[src/rtl/pipe_stage_reg.sv]
// Pipeline stage register with a valid/ready handshake, stall, flush and a one-entry skid buffer.
// A stage holding nothing presents BUBBLE_DATA, which is a NOP by default.
module pipe_stage_reg #(
  parameter int               WIDTH       = 32,
  parameter logic [WIDTH-1:0] BUBBLE_DATA = WIDTH'(32'h00000013)
) (
  input  logic             clk,
  input  logic             rst_n,
  input  logic             in_valid,
  output logic             in_ready,
  input  logic [WIDTH-1:0] in_data,
  input  logic             stall,
  input  logic             flush,
  output logic             out_valid,
  input  logic             out_ready,
  output logic [WIDTH-1:0] out_data,
  output logic [1:0]       occupancy
);

  // Handshake: a beat moves on a rising edge when valid and ready are both high.
  // Valid must not depend on ready. in_ready depends only on stage state and
  // stall, never on out_ready, so back-pressure cannot chain combinationally.
  localparam logic [1:0] EMPTY = 2'd0;
  localparam logic [1:0] ONE   = 2'd1;
  localparam logic [1:0] TWO   = 2'd2;

  logic [1:0]       state, state_nxt;
  logic [WIDTH-1:0] main_q, main_nxt;
  logic [WIDTH-1:0] skid_q, skid_nxt;
  logic             live_q;
  logic             in_fire, out_fire;

  // live_q keeps in_ready low during reset and until the first edge after release.
  assign in_ready  = live_q & (state != TWO) & !stall;
  assign out_valid = (state != EMPTY) & !stall;
  assign in_fire   = in_valid & in_ready;
  assign out_fire  = out_valid & out_ready;
  assign out_data  = out_valid ? main_q : BUBBLE_DATA;
  assign occupancy = state;

  always_comb begin
    state_nxt = state;
    main_nxt  = main_q;
    skid_nxt  = skid_q;
    if (flush) begin
      state_nxt = EMPTY;
      main_nxt  = BUBBLE_DATA;
      skid_nxt  = BUBBLE_DATA;
    end else begin
      case (state)
        EMPTY: begin
          if (in_fire) begin
            state_nxt = ONE;
            main_nxt  = in_data;
          end
        end
        ONE: begin
          if (in_fire && out_fire) begin
            main_nxt = in_data;
          end else if (in_fire) begin
            state_nxt = TWO;
            skid_nxt  = in_data;
          end else if (out_fire) begin
            state_nxt = EMPTY;
          end
        end
        TWO: begin
          if (out_fire) begin
            state_nxt = ONE;
            main_nxt  = skid_q;
          end
        end
        default: state_nxt = EMPTY;
      endcase
    end
  end

  always_ff @(posedge clk or negedge rst_n) begin
    if (!rst_n) begin
      state  <= EMPTY;
      main_q <= BUBBLE_DATA;
      skid_q <= BUBBLE_DATA;
      live_q <= 1'b0;
    end else begin
      state  <= state_nxt;
      main_q <= main_nxt;
      skid_q <= skid_nxt;
      live_q <= 1'b1;
    end
  end

endmodule

[config.mk]
export PLATFORM = sky130hd
export DESIGN_NAME = pipe_stage_reg
export DESIGN_NICKNAME = d
export VERILOG_FILES = /design/src/rtl/pipe_stage_reg.sv
export SDC_FILE = /design/constraint.sdc
export NUM_CORES = 1
export LEC_CHECK = 0
export CORE_UTILIZATION = 54
export DETAILED_ROUTE_END_ITERATION = 12
export PLACE_DENSITY = 0.85
export SYNTH_ARGS = -nofsm -noshare
export SYNTH_HDL_FRONTEND = slang
export SYNTH_SLANG_ARGS = --single-unit
[constraint.sdc]
create_clock -name clk -period 2.7 [get_ports clk]
set_input_delay 0.54 -clock clk [delete_from_list [all_inputs] [get_ports clk]]
set_output_delay 0.54 -clock clk [all_outputs]
set_load 0.05 [all_outputs]
# After elaboration in Yosys (flattened, before gate mapping)
# Index checks and enable logic that the tools add are counted.
[word_totals]
input_bits = 38
ff_bits = 67
[op_classes]
bitwise = 5
n_eq_ne = 9
n_mux = 16
reduce_logical = 10
[op_table]
columns = ["cell", "n"]
rows = [
  ["2-to-1 mux 32 bit", 8],
  ["one-hot mux 32 bit (3 select lines)", 1],
  ["2-to-1 mux 2 bit", 6],
  ["inequality test 3 bit (second input constant)", 4],
  ["AND reduction 4 bit", 2],
  ["one-hot mux 2 bit (3 select lines)", 1],
  ["nonzero test 2 bit", 3],
  ["bitwise AND 1 bit", 5],
  ["inequality test 2 bit (second input constant)", 2],
  ["inequality test 4 bit (second input constant)", 1],
  ["nonzero test 4 bit", 1],
  ["AND reduction 3 bit", 1],
  ["== test 2 x 1 -> 1 bit (second input constant)", 1],
  ["== test 2 bit (second input constant)", 1],
  ["logical NOT 2 bit", 1],
  ["logical AND 1 bit", 1],
  ["logical NOT 1 bit", 1],
]

# Longest topological paths before layout
# Gate-level depths: netlist (run 1).
[logic_depth]
ltp_word = 8
mapped_depth = 6

# Least setup slack after synthesis (run 1)
# Ideal clock, no wire load.
[synth_path]
path_kind = "register -> output"
startpoint = "register state[0] (netlist: occupancy[0])"
endpoint = "output port in_ready"
path_stages_with_launch = 5
n_path_buf = 2
arrival_time_ns = 2.469
required_ns = 2.160
setup_slack_ns = -0.309
cell_sequence = "dfrtp_1 and2b_1 buf_4 buf_2 nor3b_1"
[synth_between]
elab_chain_len = 3
[synth_rtl]
columns = ["element", "line", "text"]
rows = [
  ["from (decl)", "27", "logic [1:0] state, state_nxt;"],
  ["from (signal assigned)", "85", "state <= state_nxt;"],
  ["inequality test 2 bit", "34", "assign in_ready = live_q & (state != TWO) & !stall;"],
  ["bitwise AND 1 bit (2 in series)", "34", ""],
  ["to (decl)", "10", "output logic in_ready,"],
]
# Every way passes these cells.

# Worst setup path in the final report (run 1)
[layout_path]
startpoint = "input port stall"
endpoint = "output port out_data[7]"
[layout_between]
elab_chain_len = 3
[layout_rtl]
columns = ["element", "line", "text"]
rows = [
  ["from (decl)", "12", "input logic stall,"],
  ["logical NOT 1 bit", "35", "assign out_valid = (state != EMPTY) & !stall;"],
  ["bitwise AND 1 bit", "35", ""],
  ["2-to-1 mux 32 bit", "38", "assign out_data = out_valid ? main_q : BUBBLE_DATA;"],
  ["to (decl)", "16", "output logic [WIDTH-1:0] out_data,"],
]
# Every way passes these cells.

==> results of run 1 <==
[worst reg2reg max path, delay by kind of cell, from the launching register on]
kind,cells,cell delay [ns]
AND/OR/NAND/NOR,1,0.53
AO/OA/AOI/OAI,1,0.09
buffers and inverters,1,0.47
flip-flops,1,0.43
multiplexers,1,0.28
[flip-flops by register name, indices dropped and copies added, names as in the netlist]
| signal | flops |
|---|---|
| live_q | 1 |
| occupancy | 2 |
| skid_q | 32 |
| main_q | 32 |
[stage by stage]
| step | worst slack (ns) | util |
|---|---|---|
| 2_1_floorplan | 0.104 | - |
| 3_3_place_gp | 0.307 | 0.743 |
| 3_5_place_dp | 0.250 | 0.743 |
| 4_1_cts | 0.203 | 0.773 |
| 5_1_grt | 0.124 | 0.773 |
| 6_report | 0.208 | 0.773 |
[report_power, final]
part / internal, W / switching [W] / leakage [nW] / total [W]
sequential: 0.00105 / 0.0000242 / 0.885 / 0.00108
clock: 0.000401 / 0.000351 / 0.0953 / 0.000752
combinational: 0.000131 / 0.000149 / 0.868 / 0.000280
total: 0.00158 / 0.000525 / 1.85 / 0.00211
[synth_stat cells, drive strengths merged]
cell | n | area share
nor3 | 1 | 0.0015
or2b | 3 | 0.0068
and2b | 2 | 0.0053
or3 | 3 | 0.0064
and4bb | 1 | 0.0049
nand2 | 96 | 0.11
clkbuf | 15 | 0.017
a211oi | 3 | 0.0068
xnor2 | 1 | 0.0027
o21ai | 3 | 0.0080
a21oi | 30 | 0.045
nor2b | 4 | 0.0076
nor3b | 1 | 0.0023
dfrtp | 61 | 0.46
buf | 13 | 0.032
dfstp | 6 | 0.048
a221oi | 1 | 0.0080
nor2 | 2 | 0.0023
conb | 1 | 0.0011
nand3b | 5 | 0.011
and2 | 29 | 0.055
o31ai | 30 | 0.068
mux2i | 29 | 0.088
[worst min-delay path by stage]
| stage | startpoint | endpoint | slack [ns] | cells after the start |
|---|---|---|---|---|
| 6_report | rst_n | main_q[2] | 0.23 | 1 |
| 5_1_grt | rst_n | main_q[6] | 0.28 | 1 |
| 4_1_cts | rst_n | main_q[2] | 0.25 | 1 |
| 3_5_place_dp | main_q[19] | main_q[19] | 0.46 | 2 |
| 3_3_place_gp | main_q[2] | main_q[2] | 0.45 | 2 |
| 2_1_floorplan | rst_n | live_q | 0.24 | 0 |
[routing by layer]
layer  global-route usage  vias to the layer above  share of wire
met5                    0                        -              0
met4                0.116                        0          0.017
met3               0.0557                       15          0.038
met2                0.434                       70           0.53
met1                0.332                     1312           0.42
li1                     -                     1276              -
[layout make-up]
type | instances | area, um2
well taps | 75 | 93.8
repair buffers | 84 | 1160
clock inverters | 2 | 10.0
clock buffers | 13 | 169
flip-flops and latches | 67 | 1680
multi-input cells | 245 | 1470
fillers | 364 | 1340
[logic make-up (layout without fill, tap and decap cells)]
group           after synthesis  count (layout)  share of synthesized area
flops                        67              67                      0.510
buf+inv                      28              99                     0.0489
simple gates                147             147                      0.213
xor+xnor                      1               1                    0.00265
mux                          29              29                     0.0879
other cells                   1               1                    0.00114
compound gates               67              67                      0.136
==> results_dict.tcl, run 1 <==
set metrics [dict create \
    status "completed" \
    antenna_found_initial 0 \
    critPathMaxFanout 26 \
    grt_pass1_vias 2632 \
    hold_slack_ns 0.232 \
    rsz0062_at_grt "no" \
    hold_viol 0 \
    detail_route.first_pass.iterations 6 \
    cts_sinks 67 \
    drtAntennaViolNets 0 \
    coreArea_mm2 0.00592 \
    ys_warn_count 0 \
    post-place-cells 471 \
    clock-root-buffer "clkbuf_8" \
    finalNetCount 445 \
    hpwlAfterDp_um 5150 \
    postCtsSetupBuffers 0 \
    p_per_area_mw_per_mm2 461 \
    worstSetupPathType "primary input to output port" \
    crit_top_cell "buf_12" \
    h-tree-depth 3 \
    reg2reg_from "occupancy[0]" \
    critPathRequiredTime_ns 2.16 \
    io_buffers 73 \
    cts_tree "built" \
    worstMarginPinSlew_ns 0.675 \
    report.final.slew_viol_count 0 \
    reg2reg_depth 4 \
    synth_cells 340 \
    cp_slowest_stage_delay_ns 0.54 \
    p_total_w 0.00211 \
    area_delta_synth_final_pct 38.7 \
    die_area_mm2 0.00643 \
    wirelength_um 7500 \
    drive_above_1_share 0.192 \
    leakage_nw 1.85 \
    layout.cells.non_filler 486 \
    yosys_register_bits 67 \
    yosysSeqAreaShare 0.510 \
    io_pins 74 \
    post-route-period-util 0.923 \
    design_area_mm2 0.00458 \
    timing.max_cap.violations 0 \
    cts_made_buffers 9 \
    slew_headroom 0.550 \
    postCtsHoldBufs 0 \
    worst_setup_path_end_kind "output port" \
    cp_cell_sequence "clkdlybuf4s50_1 > nor2_2 > buf_12 > and2_1 > buf_12" \
    critPathLaunch "stall" \
    die_w_um 80.2 \
    period_minus_slack_ns 2.49 \
    path_buf_inv 3 \
    fmax_mhz 401 \
    clkLatencyLatePin_ns 0.34 \
    cts_resized 0 \
    n_antenna_cell 0 \
    crit_cells 5 \
    drt_first_iter_violations 196 \
    max-vdd-ir-drop_mv 0.440 \
    initial_utilization 0.557 \
    grt_overflow_total 0 \
    layout_common_cells "96 x nand2_1, 61 x dfrtp_1, 37 x clkdlybuf4s50_1" \
    critPathLaunchType "primary input" \
    layout_commonest_cell "nand2_1" \
    grt_util_all_layers 0.263 \
    syn_avg_cell_area_um2 9.71 \
    dieHeight_um 80.2 \
    setup_tns_ns 0 \
    yosysUniqueCellTypes 27 \
    synth_nets 378 \
    cp_slowest_cell "clkdlybuf4s50_1" \
    finalSetupViolCount 0 \
    crit_end "out_data[7]" \
    path_delay_family "buffers and inverters" \
    avgRoutedWirePerCell_um 15.4 \
    placed_area_mm2 0.00440 \
    vias_per_cell 5.50 \
    gp_congestion 0.769 \
    clk_pin_slew_ns 0.06 \
    num_rows 28 \
    rrSetupSlack_ns 0.76 \
    drc 0 \
    synth_area_mm2 0.00330 \
    grt_pass1_wl_um 12400 \
    skew_ns 0.00971 \
    r2r-end "main_q[11]" \
    cts_buffer_depth 2 \
    critical_path_arrival_ns 1.95 \
    vias 2673 \
    min_path_type "primary input to asynchronous set/reset pin" \
    grt_max_degree 68 \
]
(Power assumes the default switching activity.)
==> inputs of run 2 (changes only) <==
--- a/config.mk
+++ b/config.mk
@@ -7,7 +7,9 @@
 export LEC_CHECK = 0
 export CORE_UTILIZATION = 54
 export DETAILED_ROUTE_END_ITERATION = 12
+export HOLD_SLACK_MARGIN = 0.15
 export PLACE_DENSITY = 0.85
+export SKIP_LAST_GASP = 1
 export SYNTH_ARGS = -nofsm -noshare
 export SYNTH_HDL_FRONTEND = slang
 export SYNTH_SLANG_ARGS = --single-unit
==> results of run 2 <==
Same layout as run 1: the final DEF is identical, and so are final timing and power.
==> inputs of run 3 (changes only) <==
--- a/config.mk
+++ b/config.mk
@@ -5,11 +5,13 @@
 export SDC_FILE = /design/constraint.sdc
 export NUM_CORES = 1
 export LEC_CHECK = 0
-export CORE_UTILIZATION = 54
+export ABC_AREA = 1
+export CORE_UTILIZATION = 55
 export DETAILED_ROUTE_END_ITERATION = 12
 export HOLD_SLACK_MARGIN = 0.15
-export PLACE_DENSITY = 0.85
+export PLACE_DENSITY = 0.86
 export SKIP_LAST_GASP = 1
+export SLEW_MARGIN = 40
 export SYNTH_ARGS = -nofsm -noshare
 export SYNTH_HDL_FRONTEND = slang
 export SYNTH_SLANG_ARGS = --single-unit
==> results_dict.tcl, run 3 <==
set metrics [dict create \
    drt_first_iter_violations 299 \
    cts_resized 0 \
    cts_made_buffers 9 \
    ys_top_cells_by_count "135 x nand2_1, 66 x nor2_1, 61 x dfrtp_1" \
    slew_headroom 0.629 \
    hpwlAfterDp_um 5670 \
    cp_slowest_cell "dfrtp_1" \
    setup_tns_ns 0 \
    vias_per_cell 5.43 \
    period_minus_slack_ns 2.39 \
    hold_viol 0 \
    cp_slowest_stage_delay_ns 0.53 \
    detail_route.first_pass.iterations 7 \
    fmax_mhz 418 \
    yosys_register_bits 67 \
    synth_cells 454 \
    multi_input_area_mm2 0.00140 \
    layout.cells.non_filler 603 \
    postCtsHoldBufs 0 \
    yosysSeqAreaShare 0.496 \
    antenna_found_initial 0 \
    grt_overflow_total 0 \
    path_buf_inv 3 \
    grt_pass1_vias 3153 \
    synth_nets 492 \
    grt_pass1_wl_um 14300 \
    yosysMostFrequentCell "nand2_1" \
    drc 0 \
    avgRoutedWirePerCell_um 14.0 \
    path_delay_family "flip-flops" \
    critPathRequiredTime_ns 2.16 \
    drive_above_1_share 0.155 \
    postCtsSetupBuffers 0 \
    critPathMaxFanout 17 \
    drtAntennaViolNets 0 \
    gp_congestion 0.917 \
    hold_slack_ns 0.178 \
    top_layer_used "met4" \
    synth_edf_count 0 \
    critPathLaunchType "flop" \
    yosys.area.top_type "dfrtp_1" \
    grt_util_all_layers 0.293 \
    wl_met1_um 3360 \
    layout_commonest_cell "nand2_1" \
    seqCellArea_mm2 0.00168 \
    synthDominantCellAreaShare 0.450 \
    reg2reg_depth 9 \
    n_antenna_cell 0 \
    wl_met2_um 4330 \
    setup_slack_ns 0.307 \
    worst_setup_path_end_kind "output port" \
    io_pins 74 \
    leakage_nw 2.28 \
    post-route-period-util 0.886 \
    wirelength_um 8420 \
    die_area_mm2 0.00649 \
    dieHeight_um 80.5 \
    cts_tree "built" \
    timing.max_cap.violations 0 \
    crit_cells 6 \
    clkLatencyLatePin_ns 0.34 \
    dp_slack_ns 0.352 \
    h-tree-depth 3 \
    skew_ns 0.00539 \
    n_fill_cell 370 \
    critical_path_arrival_ns 1.85 \
    finalSetupViolCount 0 \
    die_w_um 80.5 \
    max-vdd-ir-drop_mv 0.609 \
    num_rows 28 \
    status "completed" \
    coreArea_mm2 0.00592 \
    rsz0062_at_grt "no" \
    initial_utilization 0.573 \
    clk_pin_slew_ns 0.07 \
    worstMarginPinSlew_ns 0.557 \
    cts_buffer_depth 2 \
    grt_max_degree 49 \
    report.final.slew_viol_count 0 \
    post-place-cells 587 \
    synth-main-ff-cell "dfrtp_1" \
    p_total_w 0.00305 \
    synth_area_leaders "dfrtp_1 45%, nand2_1 15%, nor2_1 7.3%, nand3_1 5.5%, dfstp_2 4.6%" \
    cts_sinks 67 \
    worstSetupPathType "flop to output port" \
    clock-root-buffer "clkbuf_8" \
    synth_area_mm2 0.00339 \
    ys_warn_count 0 \
    syn_avg_cell_area_um2 7.47 \
    area_delta_synth_final_pct 37.3 \
    synth-async-reset-ratio 1.00 \
    yosysUniqueCellTypes 25 \
    cp_cell_sequence "inv_2 > nand2_2 > nand2_1 > buf_4 > nor2_1 > buf_12" \
    p_per_area_mw_per_mm2 654 \
    wl_met3_um 559 \
    layout_common_cells "135 x nand2_1, 66 x nor2_1, 61 x dfrtp_1" \
    vias 3273 \
    min_path_type "primary input to asynchronous set/reset pin" \
    finalNetCount 561 \
    io_buffers 73 \
]
-- run 3: cell types whose count changed in the layout (fill, tap and decap cells not counted), sizes merged, moves of 29 or more --
cell,change
inv,+40
and2,-29
nor2,+66
mux2i,-29
nand2,+44
o31ai,-30
nand3,+39
o21ai,+33
-- run 3: cell type report --
class / instances / area share
repair buffers: 85 / 0.246
clock buffers: 11 / 0.0282
inverters: 40 / 0.0322
clock inverters: 5 / 0.0116
well taps: 75 / 0.0202
flip-flops and latches: 67 / 0.362
multi-input cells: 320 / 0.300
-- run 3: worst register-to-register path, delay by kind of cell (launching register included) --
kind                   cells  cell delay, ns
and+or+nand+nor            7            0.93
buffers and inverters      2            0.54
DFF                        1            0.49
-- run 3: cells by family (layout without fill, tap and decap cells) --
| kind of cell | Yosys count | count (layout) | share of synthesized area |
|---|---|---|---|
| other cells | 1 | 1 | 0.00111 |
| simple gates | 251 | 251 | 0.309 |
| buf+inv | 67 | 141 | 0.0911 |
| flops | 67 | 67 | 0.496 |
| compound gates | 68 | 68 | 0.102 |
-- run 3: path summary, 6_finish.rpt --
kind	startpoint	to	slack, ns
worst max-delay path	occupancy[1]	out_data[3]	0.31
min in group clk	main_q[4]	main_q[4]	0.47
worst max register to register	occupancy[1]	main_q[20]	0.63
worst min register to register	main_q[4]	main_q[4]	0.47
max in group asynchronous	rst_n	skid_q[0]	1.84
worst min-delay path	rst_n	skid_q[17]	0.18
-- run 3: stage by stage --
stage / util / cell area [um2]
3_3_place_gp: 0.755 / 4470
6_report: 0.786 / 4660
2_1_floorplan: - / 3390
4_1_cts: 0.786 / 4660
5_1_grt: 0.786 / 4660
3_5_place_dp: 0.755 / 4470
-- run 3: report_power, final --
group	internal, W	switching, W	total, W
registers	0.00121	0.000108	0.00132
clock network	0.000424	0.000382	0.000806
logic	0.000353	0.000570	0.000923
total	0.00199	0.00106	0.00305
-- run 3: metal layers --
layer	track usage	up-vias
met3	0.0477	21
met2	0.500	173
met5	0	-
met1	0.356	1522
li1	-	1557
met4	0.154	0
